--- config.mk ---
export PLATFORM = sky130hd
export DESIGN_NAME = uart_rx_fe_flat
export DESIGN_NICKNAME = d
export VERILOG_FILES = /design/src/rtl/uart_rx_fe_if.sv /design/src/rtl/uart_rx_fe.sv /design/src/flat_wrapper.sv
export SDC_FILE = /design/constraint.sdc
export NUM_CORES = 1
export LEC_CHECK = 0
export CORE_ASPECT_RATIO = 0.75
export CORE_MARGIN = 1.5
export CORE_UTILIZATION = 60
export CTS_CLUSTER_SIZE = 30
export DETAILED_ROUTE_END_ITERATION = 10
export DONT_BUFFER_PORTS = 1
export PLACE_DENSITY = 0.76
export SETUP_SLACK_MARGIN = 0.3
export SYNTH_ARGS = -nofsm -noshare
export SYNTH_HDL_FRONTEND = slang
export SYNTH_SLANG_ARGS = --single-unit
--- constraint.sdc ---
create_clock -name clk -period 2.7 [get_ports clk]
set_clock_uncertainty 0.05 [all_clocks]
set_input_delay 0.405 -clock clk [delete_from_list [all_inputs] [get_ports clk]]
set_output_delay 0.405 -clock clk [all_outputs]
set_load 0.005 [all_outputs]
--- src/rtl/uart_rx_fe_if.sv ---
// Received-byte handshake between the UART receive front-end and its consumer.
interface uart_rx_fe_if #(
    parameter int DATA_BITS = 8
);
    logic [DATA_BITS-1:0] rx_data;
    logic                 rx_valid;
    logic                 rx_ready;

    modport master (output rx_data, output rx_valid, input rx_ready);
    modport slave  (input rx_data, input rx_valid, output rx_ready);
endinterface

--- src/rtl/uart_rx_fe.sv ---
// UART 8N1 receive front-end: 2-flop synchroniser, oversampled frame decoder,
// one-entry valid/ready holding register and sticky framing/overrun flags.
module uart_rx_fe #(
    parameter int CLK_FREQ   = 50_000_000,
    parameter int BAUD_RATE  = 115200,
    parameter int OVERSAMPLE = 16,
    parameter int DATA_BITS  = 8
) (
    input  logic        clk,
    input  logic        rst,
    input  logic        rx_in,
    input  logic        err_clr,
    output logic        frame_err,
    output logic        overrun,
    output logic [1:0]  rx_state,
    uart_rx_fe_if.master rx
);

    localparam int DIV_RAW = CLK_FREQ / (BAUD_RATE * OVERSAMPLE);
    localparam int DIV     = (DIV_RAW < 1) ? 1 : DIV_RAW;
    localparam int DIV_W   = (DIV > 1) ? $clog2(DIV) : 1;
    localparam int SAMP_W  = $clog2(OVERSAMPLE);
    localparam int BIT_W   = $clog2(DATA_BITS + 1);

    typedef enum logic [1:0] {
        IDLE  = 2'd0,
        START = 2'd1,
        DATA  = 2'd2,
        STOP  = 2'd3
    } state_t;

    state_t               state;
    logic                 sync1;
    logic                 rx_s;
    logic                 armed;
    logic [DIV_W-1:0]     div_cnt;
    logic [SAMP_W-1:0]    samp_cnt;
    logic [BIT_W-1:0]     bit_cnt;
    logic [DATA_BITS-1:0] shift;

    logic tick;
    logic start_mid;
    logic bit_mid;
    logic stop_good;
    logic stop_bad;
    logic accept;
    logic load;
    logic ovr_set;

    // Tick phase restarts at start-bit detection because the divider idles at 0.
    assign tick      = (state != IDLE) && (div_cnt == DIV_W'(DIV - 1));
    assign start_mid = tick && (samp_cnt == SAMP_W'(OVERSAMPLE / 2 - 1));
    assign bit_mid   = tick && (samp_cnt == SAMP_W'(OVERSAMPLE - 1));
    assign stop_good = (state == STOP) && bit_mid && rx_s;
    assign stop_bad  = (state == STOP) && bit_mid && !rx_s;
    assign accept    = rx.rx_valid && rx.rx_ready;
    assign load      = stop_good && (!rx.rx_valid || rx.rx_ready);
    assign ovr_set   = stop_good && rx.rx_valid && !rx.rx_ready;
    assign rx_state  = state;

    always_ff @(posedge clk or negedge rst) begin
        if (!rst) begin
            // NOTE: synchroniser flops reset to the idle line level (1) so that
            // leaving reset never looks like a start bit.
            sync1       <= 1'b1;
            rx_s        <= 1'b1;
            state       <= IDLE;
            armed       <= 1'b1;
            div_cnt     <= '0;
            samp_cnt    <= '0;
            bit_cnt     <= '0;
            shift       <= '0;
            rx.rx_data  <= '0;
            rx.rx_valid <= 1'b0;
            frame_err   <= 1'b0;
            overrun     <= 1'b0;
        end else begin
            // NOTE: non-blocking assignments throughout, so every term above
            // reads the pre-edge value of the state it depends on.
            sync1 <= rx_in;
            rx_s  <= sync1;

            if (state == IDLE || tick) div_cnt <= '0;
            else                       div_cnt <= div_cnt + 1'b1;

            if (load) begin
                rx.rx_data  <= shift;
                rx.rx_valid <= 1'b1;
            end else if (accept) begin
                rx.rx_valid <= 1'b0;
            end

            // A new error event wins over a coincident clear.
            if (stop_bad)     frame_err <= 1'b1;
            else if (err_clr) frame_err <= 1'b0;
            if (ovr_set)      overrun   <= 1'b1;
            else if (err_clr) overrun   <= 1'b0;

            case (state)
                IDLE: begin
                    if (rx_s) begin
                        armed <= 1'b1;
                    end else if (armed) begin
                        samp_cnt <= '0;
                        state    <= START;
                    end
                end
                START: begin
                    if (start_mid) begin
                        samp_cnt <= '0;
                        bit_cnt  <= '0;
                        state    <= rx_s ? IDLE : DATA;
                    end else if (tick) begin
                        samp_cnt <= samp_cnt + 1'b1;
                    end
                end
                DATA: begin
                    if (bit_mid) begin
                        samp_cnt <= '0;
                        shift    <= {rx_s, shift[DATA_BITS-1:1]};
                        if (bit_cnt == BIT_W'(DATA_BITS - 1)) begin
                            bit_cnt <= '0;
                            state   <= STOP;
                        end else begin
                            bit_cnt <= bit_cnt + 1'b1;
                        end
                    end else if (tick) begin
                        samp_cnt <= samp_cnt + 1'b1;
                    end
                end
                STOP: begin
                    if (bit_mid) begin
                        samp_cnt <= '0;
                        state    <= IDLE;
                        // A low stop bit may be a break; wait for the line to rise.
                        if (!rx_s) armed <= 1'b0;
                    end else if (tick) begin
                        samp_cnt <= samp_cnt + 1'b1;
                    end
                end
                default: state <= IDLE;
            endcase
        end
    end

endmodule

--- src/flat_wrapper.sv ---
// flat-port wrapper written by rule: the top's interface ports become plain ports
module uart_rx_fe_flat 
#(
    parameter int CLK_FREQ   = 50_000_000,
    parameter int BAUD_RATE  = 115200,
    parameter int OVERSAMPLE = 16,
    parameter int DATA_BITS  = 8
)
  (clk, rst, rx_in, err_clr, frame_err, overrun, rx_state, rx_rx_data, rx_rx_valid, rx_rx_ready);
  uart_rx_fe_if #(.DATA_BITS(DATA_BITS)) rx_i ();
  input  logic clk;
  input  logic rst;
  input  logic rx_in;
  input  logic err_clr;
  output logic frame_err;
  output logic overrun;
  output logic [1:0] rx_state;
  output wire logic [$bits(rx_i.rx_data)-1:0] rx_rx_data;
  output wire logic [$bits(rx_i.rx_valid)-1:0] rx_rx_valid;
  input wire logic [$bits(rx_i.rx_ready)-1:0] rx_rx_ready;
  assign rx_rx_data = rx_i.rx_data;
  assign rx_rx_valid = rx_i.rx_valid;
  assign rx_i.rx_ready = rx_rx_ready;
  uart_rx_fe #(.CLK_FREQ(CLK_FREQ), .BAUD_RATE(BAUD_RATE), .OVERSAMPLE(OVERSAMPLE), .DATA_BITS(DATA_BITS)) u_core (.clk(clk), .rst(rst), .rx_in(rx_in), .err_clr(err_clr), .frame_err(frame_err), .overrun(overrun), .rx_state(rx_state), .rx(rx_i));
endmodule
# [After elaboration in Yosys (flattened, before gate mapping)]
# Cells that the tools add are included.
[word_totals] register_bits=37 word_cells=86 out_inout_bits=13 inputBits=5
[classes] muxes=28 eq_ne=15 addsub=3 reduce_logical=28
[ops] cell="4-bit 2-to-1 mux" count=8
[ops] cell="2-bit 2-to-1 mux" count=7
[ops] cell="2-bit by 1-bit inequality test with 1-bit output (second input constant)" count=6
[ops] cell="4-bit case mux with 3 select lines" count=1
[ops] cell="2-bit nonzero test" count=6
[ops] cell="1-bit logical AND" count=10
[ops] cell="4-bit by 1-bit adder with 4-bit output (second input constant)" count=2
[ops] cell="4-bit by 3-bit == test with 1-bit output (second input constant)" count=2
[ops] cell="1-bit 2-to-1 mux" count=8
[ops] cell="2-bit case mux with 4 select lines" count=1
[ops] cell="4-bit case mux with 2 select lines" count=1
[ops] cell="6-bit AND reduction" count=1
[ops] cell="5-bit by 1-bit adder with 5-bit output (second input constant)" count=1
[ops] cell="5-bit == test (second input constant)" count=1
[ops] cell="5-bit 2-to-1 mux" count=1
[ops] cell="2-bit == test (second input constant)" count=2
[ops] cell="4-bit == test (second input constant)" count=1
[ops] cell="2-bit inequality test (second input constant)" count=2
[ops] cell="2-bit AND reduction" count=2
[ops] cell="4-bit AND reduction" count=1
[ops] cell="1-bit logical NOT" count=3
[ops] cell="3-bit AND reduction" count=1
[ops] cell="2-bit by 1-bit == test with 1-bit output (second input constant)" count=1
[ops] cell="2-bit logical NOT" count=1
[ops] cell="other kinds (3)" count=4

# [Logic depth before layout (Yosys ltp)]
# Gate-level depths: netlist of run 1.
[logic_depth] word_depth=8 depth_mapped=8

# [Least setup slack after synthesis of run 1]
# No wires, ideal clock.
[synth_timing] path_type="register to register" from="register u_core.state[0], in the netlist u_core.rx_state[0]" to="register u_core.bit_cnt[3]" setup_time_ps=121 slack_ps=618 synth_period_minus_slack_ps=2082 t_arrival_ps=1911 path_stages_with_launch=8 required_ps=2529 path_cell_list="dfrtp_1 > inv_1 > ha_1 > buf_2 > nand3b_1 > or4_4 > o31a_1 > a22o_1"
[synth_via] elab_chain_len=5
[synth_rtl] item="start, declared" line_no="uart_rx_fe.sv:32" source="state_t state;"
[synth_rtl] item="start signal, assigned" line_no="uart_rx_fe.sv:112" source="state <= rx_s ? IDLE : DATA;"
[synth_rtl] item="2-bit nonzero test" line_no="uart_rx_fe.sv:51" source="assign tick = (state != IDLE) && (div_cnt == DIV_W'(DIV - 1));"
[synth_rtl] item="1-bit logical AND" line_no="uart_rx_fe.sv:51"
[synth_rtl] item="1-bit logical AND (on tied branches)" line_no="uart_rx_fe.sv:53, uart_rx_fe.sv:52"
[synth_rtl] item="2-bit by 1-bit inequality test with 1-bit output (no source line)"
[synth_rtl] item="3-bit AND reduction (no source line)"
[synth_rtl] item="end signal, assigned" line_no="uart_rx_fe.sv:125" source="bit_cnt <= bit_cnt + 1'b1;"
[synth_rtl] item="end, declared" line_no="uart_rx_fe.sv:38" source="logic [BIT_W-1:0] bit_cnt;"
# Parallel ways exist; a longest one is shown, timed or not.
# A chain may end at the register's enable or synchronous reset.

# [Worst setup path after layout of run 1]
# Same ends and word-level chain as after synthesis.

==> results of run 1 <==
==> cell usage after synthesis (2+ instances only) <==
master	number	area, um^2
dfrtp_1	34	851
mux2_2	17	191
nand2_1	12	45.0
nor2_1	10	37.5
ha_1	9	113
inv_1	8	30.0
o21ai_0	6	30.0
nand3_1	5	25.0
a21oi_1	4	20.0
and3_1	3	18.8
buf_2	3	15.0
dfstp_2	3	78.8
nand2b_1	3	18.8
nand3b_1	3	22.5
xor2_1	3	26.3
a211oi_1	2	15.0
mux2i_1	2	20.0
nor3_1	2	10.0
o22ai_1	2	12.5
xnor2_1	2	17.5
==> critical path, stage by stage (launching register included) <==
cell and delay, ns:
dfrtp_1 0.45, inv_1 0.12, ha_1 0.36, mux2_2 0.32, or4_4 0.43, o31a_1 0.18, a22o_1 0.25
==> sequential cells by signal (all words and copies together), names as in the netlist, named ones only <==
register,cells
u_core.overrun,1
u_core.armed,1
u_core.frame_err,1
u_core.rx.rx_data,8
u_core.shift,8
u_core.rx_s,1
u_core.bit_cnt,4
u_core.sync1,1
u_core.samp_cnt,4
u_core.rx.rx_valid,1
u_core.div_cnt,5
u_core.rx_state,1
==> layer usage <==
| layer | global-route usage (%) | wire length (um) | vias up |
|---|---|---|---|
| met3 | 7.76 | 177 | 5 |
| met2 | 32.1 | 1330 | 31 |
| met1 | 27.5 | 1390 | 570 |
| li1 | - | - | 547 |
| met5 | 0 | 0 | - |
| met4 | 5.90 | 23 | 0 |
==> how the worst min path moves through the flow <==
stage | from | end | slack (ns) | depth (start not counted)
after floorplan | rst | asynchronous set/reset pin | 0.06 | 0
after global placement | rst | u_core.bit_cnt[1] | 0.06 | 0
after detailed placement | rst | u_core.bit_cnt[3] | 0.06 | 0
after CTS | rx_in | u_core.sync1 | 0.07 | 0
after global routing | rx_in | u_core.sync1 | 0.05 | 0
final | rx_in | u_core.sync1 | 0.07 | 0
==> power by group through the flow <==
stage          Clock, mW  Combinational [mW]  Sequential [mW]
2_1_floorplan          0               0.170            0.619
3_3_place_gp           0               0.199            0.624
3_5_place_dp           0               0.208            0.627
4_1_cts            0.369               0.225            0.616
5_1_grt            0.397               0.255            0.620
6_report           0.362               0.224            0.617
==> what timing repair did <==
action / 4_1_cts / 5_1_grt
gates resized for setup: 0 / 0
endpoints found under the hold margin: 37 / 0
hold buffers: 2 / 0
setup endpoints to repair: 0 / 0
==> layout make-up <==
class	instances	area share, %
sequential	37	48.7
multi-input combinational	101	41.1
clock buffer	6	3.80
tap	36	2.36
timing repair buffer	3	1.97
inverter	8	1.57
clock inverter	2	0.524
==> kinds of logic (layout without fill, tap and decap cells) <==
logic type	after synthesis	count (layout)	synth area share [%]
simple gates	46	46	14.9
buf+inv	12	19	2.77
compound gates	22	22	8.73
mux	19	19	12.0
fa+ha+maj	9	9	6.39
flops	37	37	52.7
xor+xnor	5	5	2.48
==> out/results.txt, run 1 <==
number of diodes -> 0
clk root buf -> clkbuf_8
Slew HR -> 72.5%
Tot GR Track Use -> 20.8%
Clk network pwr share -> 30.1%
First-pass DRT Iterations -> 4
RSZ-0062 raised after global routing -> false
largest net degree at the start of global routing -> 38
actual slew at the worst max-slew pin -> 0.412 ns
storage element area -> 930 um^2
most common flop cell mapped by yosys -> dfrtp_1
Chip Height -> 49.9 um
Tcrit/Tclk final -> 84.1%
row count -> 16
Mapped Area -> 1760 um^2
die width -> 65.6 um
layout overhead on the synthesized area -> 8.30%
Total Power -> 1.20 mW
synth warn -> 0
core area -> 2700 um^2
commonest non-fill, non-tap cells in the layout -> dfrtp_1 (34), mux2_2 (17), nand2_1 (12)
worst skew pair latency -> 0.28 ns
Worst Setup SP -> u_core.rx_state[0]
Post-Route WL -> 2910 um
Cell variety after synth -> 37
Worst Setup EP -> u_core.bit_cnt[3]
CTS Buf Count -> 5
critical path class -> reg -> reg
syn_nets -> 164
Post-synth EDFFs -> 0
vias in the first global route -> 1135
grt ovf -> 0
total negative slack -> 0 ns
Worst setup EP type -> register
final hold slack -> 0.0685 ns
clock sinks -> 37
CP required -> 2.82 ns
Final Util -> 70.6%
Power Dens Cells -> 630 nW/um^2
cell count after synthesis -> 150
leakage -> 0.928 nW
Vias/cell -> 5.97
DRT iter0 DRCs -> 61
Avg Cell Area, Syn -> 11.8 um^2
combinational cell fraction of total power -> 18.6%
r2r setup slk -> 0.43 ns
R2R Path End -> u_core.bit_cnt[3]
Seq/Total Area, Yosys -> 52.7%
Final Net Count -> 170
hpwl dp -> 2110 um
Pint -> 0.848 mW
HP Class -> in -> reg
status -> completed
Routability Congestion -> 0.814
multi-input logic area -> 785 um^2
fmax -> 440 MHz
# placed instances -> 183
antenna violations before repair -> 0
Tmin final -> 2.27 ns
critical path fanouts, max -> 13
Worst-path clk slew -> 0.07 ns
Worst Setup Start Kind -> register
Hold Violations, Final -> 0
initial core utilization -> 65.2%
Avg WL per Cell -> 15.1 um
max-slew violations -> 0
sw frac -> 29.5%
first-pass GRT wire length -> 5110 um
RR Startpoint -> u_core.rx_state[0]
H-tree levels -> 2
critical path arrival -> 2.39 ns
via count -> 1153
pre-CTS setup slack -> 0.457 ns
share of cells above drive strength 1 -> 21.7%
final worst setup slack -> 0.428 ns
antenna viol nets, final -> 0
P_sw -> 0.354 mW
CTS max path bufs -> 2
max_cap viols -> 0
fillers -> 198
Design Area, Final -> 1910 um^2
Max rail drop VDD -> 0.411 mV
# IOs -> 18
FF+latch count, synth -> 37
placed cell areas -> 1800 um^2
DRC viols -> 0
die area -> 3280 um^2
final setup violation count -> 0
Post-CTS Setup Bufs -> 0
commonest non-fill, non-tap cell in the layout -> dfrtp_1
ys async rst share -> 100%
Buffers on Ports -> 0
CTS tree -> yes
R2R cell count -> 6
sequential share of power -> 51.3%
Layout Cells excl Fill -> 193
No activity file was read; power rests on OpenSTA's default activity.
==> run 2, diff against run 1 <==
Clock period 2.7 ns to 2.3 ns, I/O delays scaled along.
==> run 2 against run 1 <==
Against the previous run: global-route usage increased by 2.2 points; worst hold slack improved by 0.018 ns; sequential cell count unchanged; largest power group unchanged; first-iteration DRC count decreased by 21%; non-clock buffer count increased by 11; fmax increased by 11%; largest cell class unchanged; die area unchanged.
==> out/results.txt, run 2 (synthesis gave the netlist of run 1 again) <==
Hold Violations, Final -> 0
clk root buf -> clkbuf_8
CTS tree -> yes
DRC viols -> 0
storage element area -> 932 um^2
Routability Congestion -> 0.837
H-tree levels -> 2
number of diodes -> 0
grt ovf -> 0
Final Net Count -> 181
Worst-path clk slew -> 0.07 ns
antenna violations before repair -> 0
First-pass DRT Iterations -> 4
layout overhead on the synthesized area -> 19.3%
Vias/cell -> 6.07
Tmin final -> 2.05 ns
CTS Buf Count -> 5
DRT iter0 DRCs -> 48
clock sinks -> 37
hpwl dp -> 2190 um
critical path fanouts, max -> 6
fillers -> 163
multi-input logic area -> 881 um^2
core area -> 2700 um^2
vias in the first global route -> 1219
RSZ-0062 raised after global routing -> true
Worst setup EP type -> register
Post-Route WL -> 3580 um
Crit path max-delay family -> simple AND/OR/NAND/NOR gates
status -> completed
Power Dens Cells -> 740 nW/um^2
actual slew at the worst max-slew pin -> 0.365 ns
initial core utilization -> 65.2%
row count -> 16
Tcrit/Tclk final -> 89.1%
CP required -> 2.43 ns
final setup violation count -> 0
die width -> 65.6 um
CP peak stage delay -> 0.50 ns
share of cells above drive strength 1 -> 36.9%
commonest non-fill, non-tap cell in the layout -> dfrtp_1
critical path arrival -> 2.18 ns
CTS max path bufs -> 2
antenna viol nets, final -> 0
Total Power -> 1.56 mW
worst skew pair latency -> 0.29 ns
Max rail drop VDD -> 0.564 mV
total negative slack -> 0 ns
largest net degree at the start of global routing -> 38
HP Class -> in -> reg
Worst Setup Start Kind -> register
via count -> 1238
# IOs -> 18
max-slew violations -> 0
commonest non-fill, non-tap cells in the layout -> dfrtp_1 (32), mux2_2 (16), nand2_1 (12)
Chip Height -> 49.9 um
Design Area, Final -> 2100 um^2
placed cell areas -> 1820 um^2
CP Cell Sequence -> inv_4 > ha_4 > mux2_4 > or4_4 > o31a_1 > a22o_1
Buffers on Ports -> 0
leakage -> 0.989 nW
max_cap viols -> 0
Buf+Inv Stages, Crit Path -> 1
Slew HR -> 75.6%
Avg WL per Cell -> 17.6 um
biggest regs -> u_core.rx.rx_data x8, u_core.shift x8, u_core.div_cnt x5
Tot GR Track Use -> 23.0%
die area -> 3280 um^2
critical path class -> reg -> reg
first-pass GRT wire length -> 5600 um
Slowest-stage cell, CP -> or4_4
fmax -> 488 MHz
## run 2: final timing paths
path                               startpoint           endpoint  slack (ns)  depth (start not counted)
max                        u_core.rx_state[0]  u_core.bit_cnt[3]        0.25                          6
min                                   err_clr   u_core.frame_err        0.09                          1
max reg2reg                u_core.rx_state[0]  u_core.bit_cnt[3]        0.25                          6
min reg2reg                      u_core.sync1        u_core.rx_s        0.31                          0
max in group asynchronous                 rst       u_core.sync1        1.48                          2
min in group asynchronous                 rst  u_core.bit_cnt[0]        0.46                          2
## run 2: final cells by class
| cell class | instances | area share, % |
|---|---|---|
| timing repair buffer | 14 | 6.01 |
| tap | 36 | 2.14 |
| clock buffer | 5 | 3.27 |
| multi-input combinational | 101 | 41.9 |
| sequential | 37 | 44.3 |
| inverter | 8 | 1.55 |
| clock inverter | 3 | 0.833 |
## run 2: through the flow
| step | hold WS [ns] | cells | utilization (%) | setup WS [ns] |
|---|---|---|---|---|
| floorplan | -0.000591 | 150 | - | 0.308 |
| global placement | 0.0000312 | 185 | 67.2 | 0.252 |
| detailed placement | -0.0000885 | 185 | 67.2 | 0.168 |
| CTS | 0.0797 | 198 | 73.1 | 0.236 |
| global route | 0.0905 | 204 | 77.8 | 0.195 |
| finish | 0.0862 | 204 | 77.8 | 0.251 |
## run 2: repair_timing
item,4_1_cts,5_1_grt
setup endpoints to repair,24,25
hold buffers,3,0
setup buffers,2,6
pin swaps,1,9
endpoints found under the hold margin,38,0
gates resized for setup,6,19
## run 2: where the power goes
group	switching [mW]	internal, mW	leakage, nW
logic	0.215	0.170	0.446
clock network	0.224	0.209	0.0439
registers	0.0520	0.686	0.499
## run 2: worst register-to-register path, stage by stage, from the launching register on
cell and delay [ns]:
dfrtp_2 0.47, inv_4 0.08, ha_4 0.16, mux2_4 0.26, or4_4 0.50, o31a_1 0.20
a22o_1 0.23
## run 2: layer usage
metal | share of wire, % | track usage [%] | up-vias | wire length (um)
met2 | 51 | 35.4 | 45 | 1830
li1 | - | - | 567 | -
met3 | 5.4 | 7.31 | 15 | 193
met4 | 2.6 | 11.1 | 0 | 94
met1 | 41 | 29.5 | 611 | 1470
met5 | 0 | 0 | - | 0
==> run 3, diff against run 2 <==
Settings changed: CAP_MARGIN from default to 20.
==> results of run 3 <==
The final DEF is identical to that of run 2; final timing and power are the same.
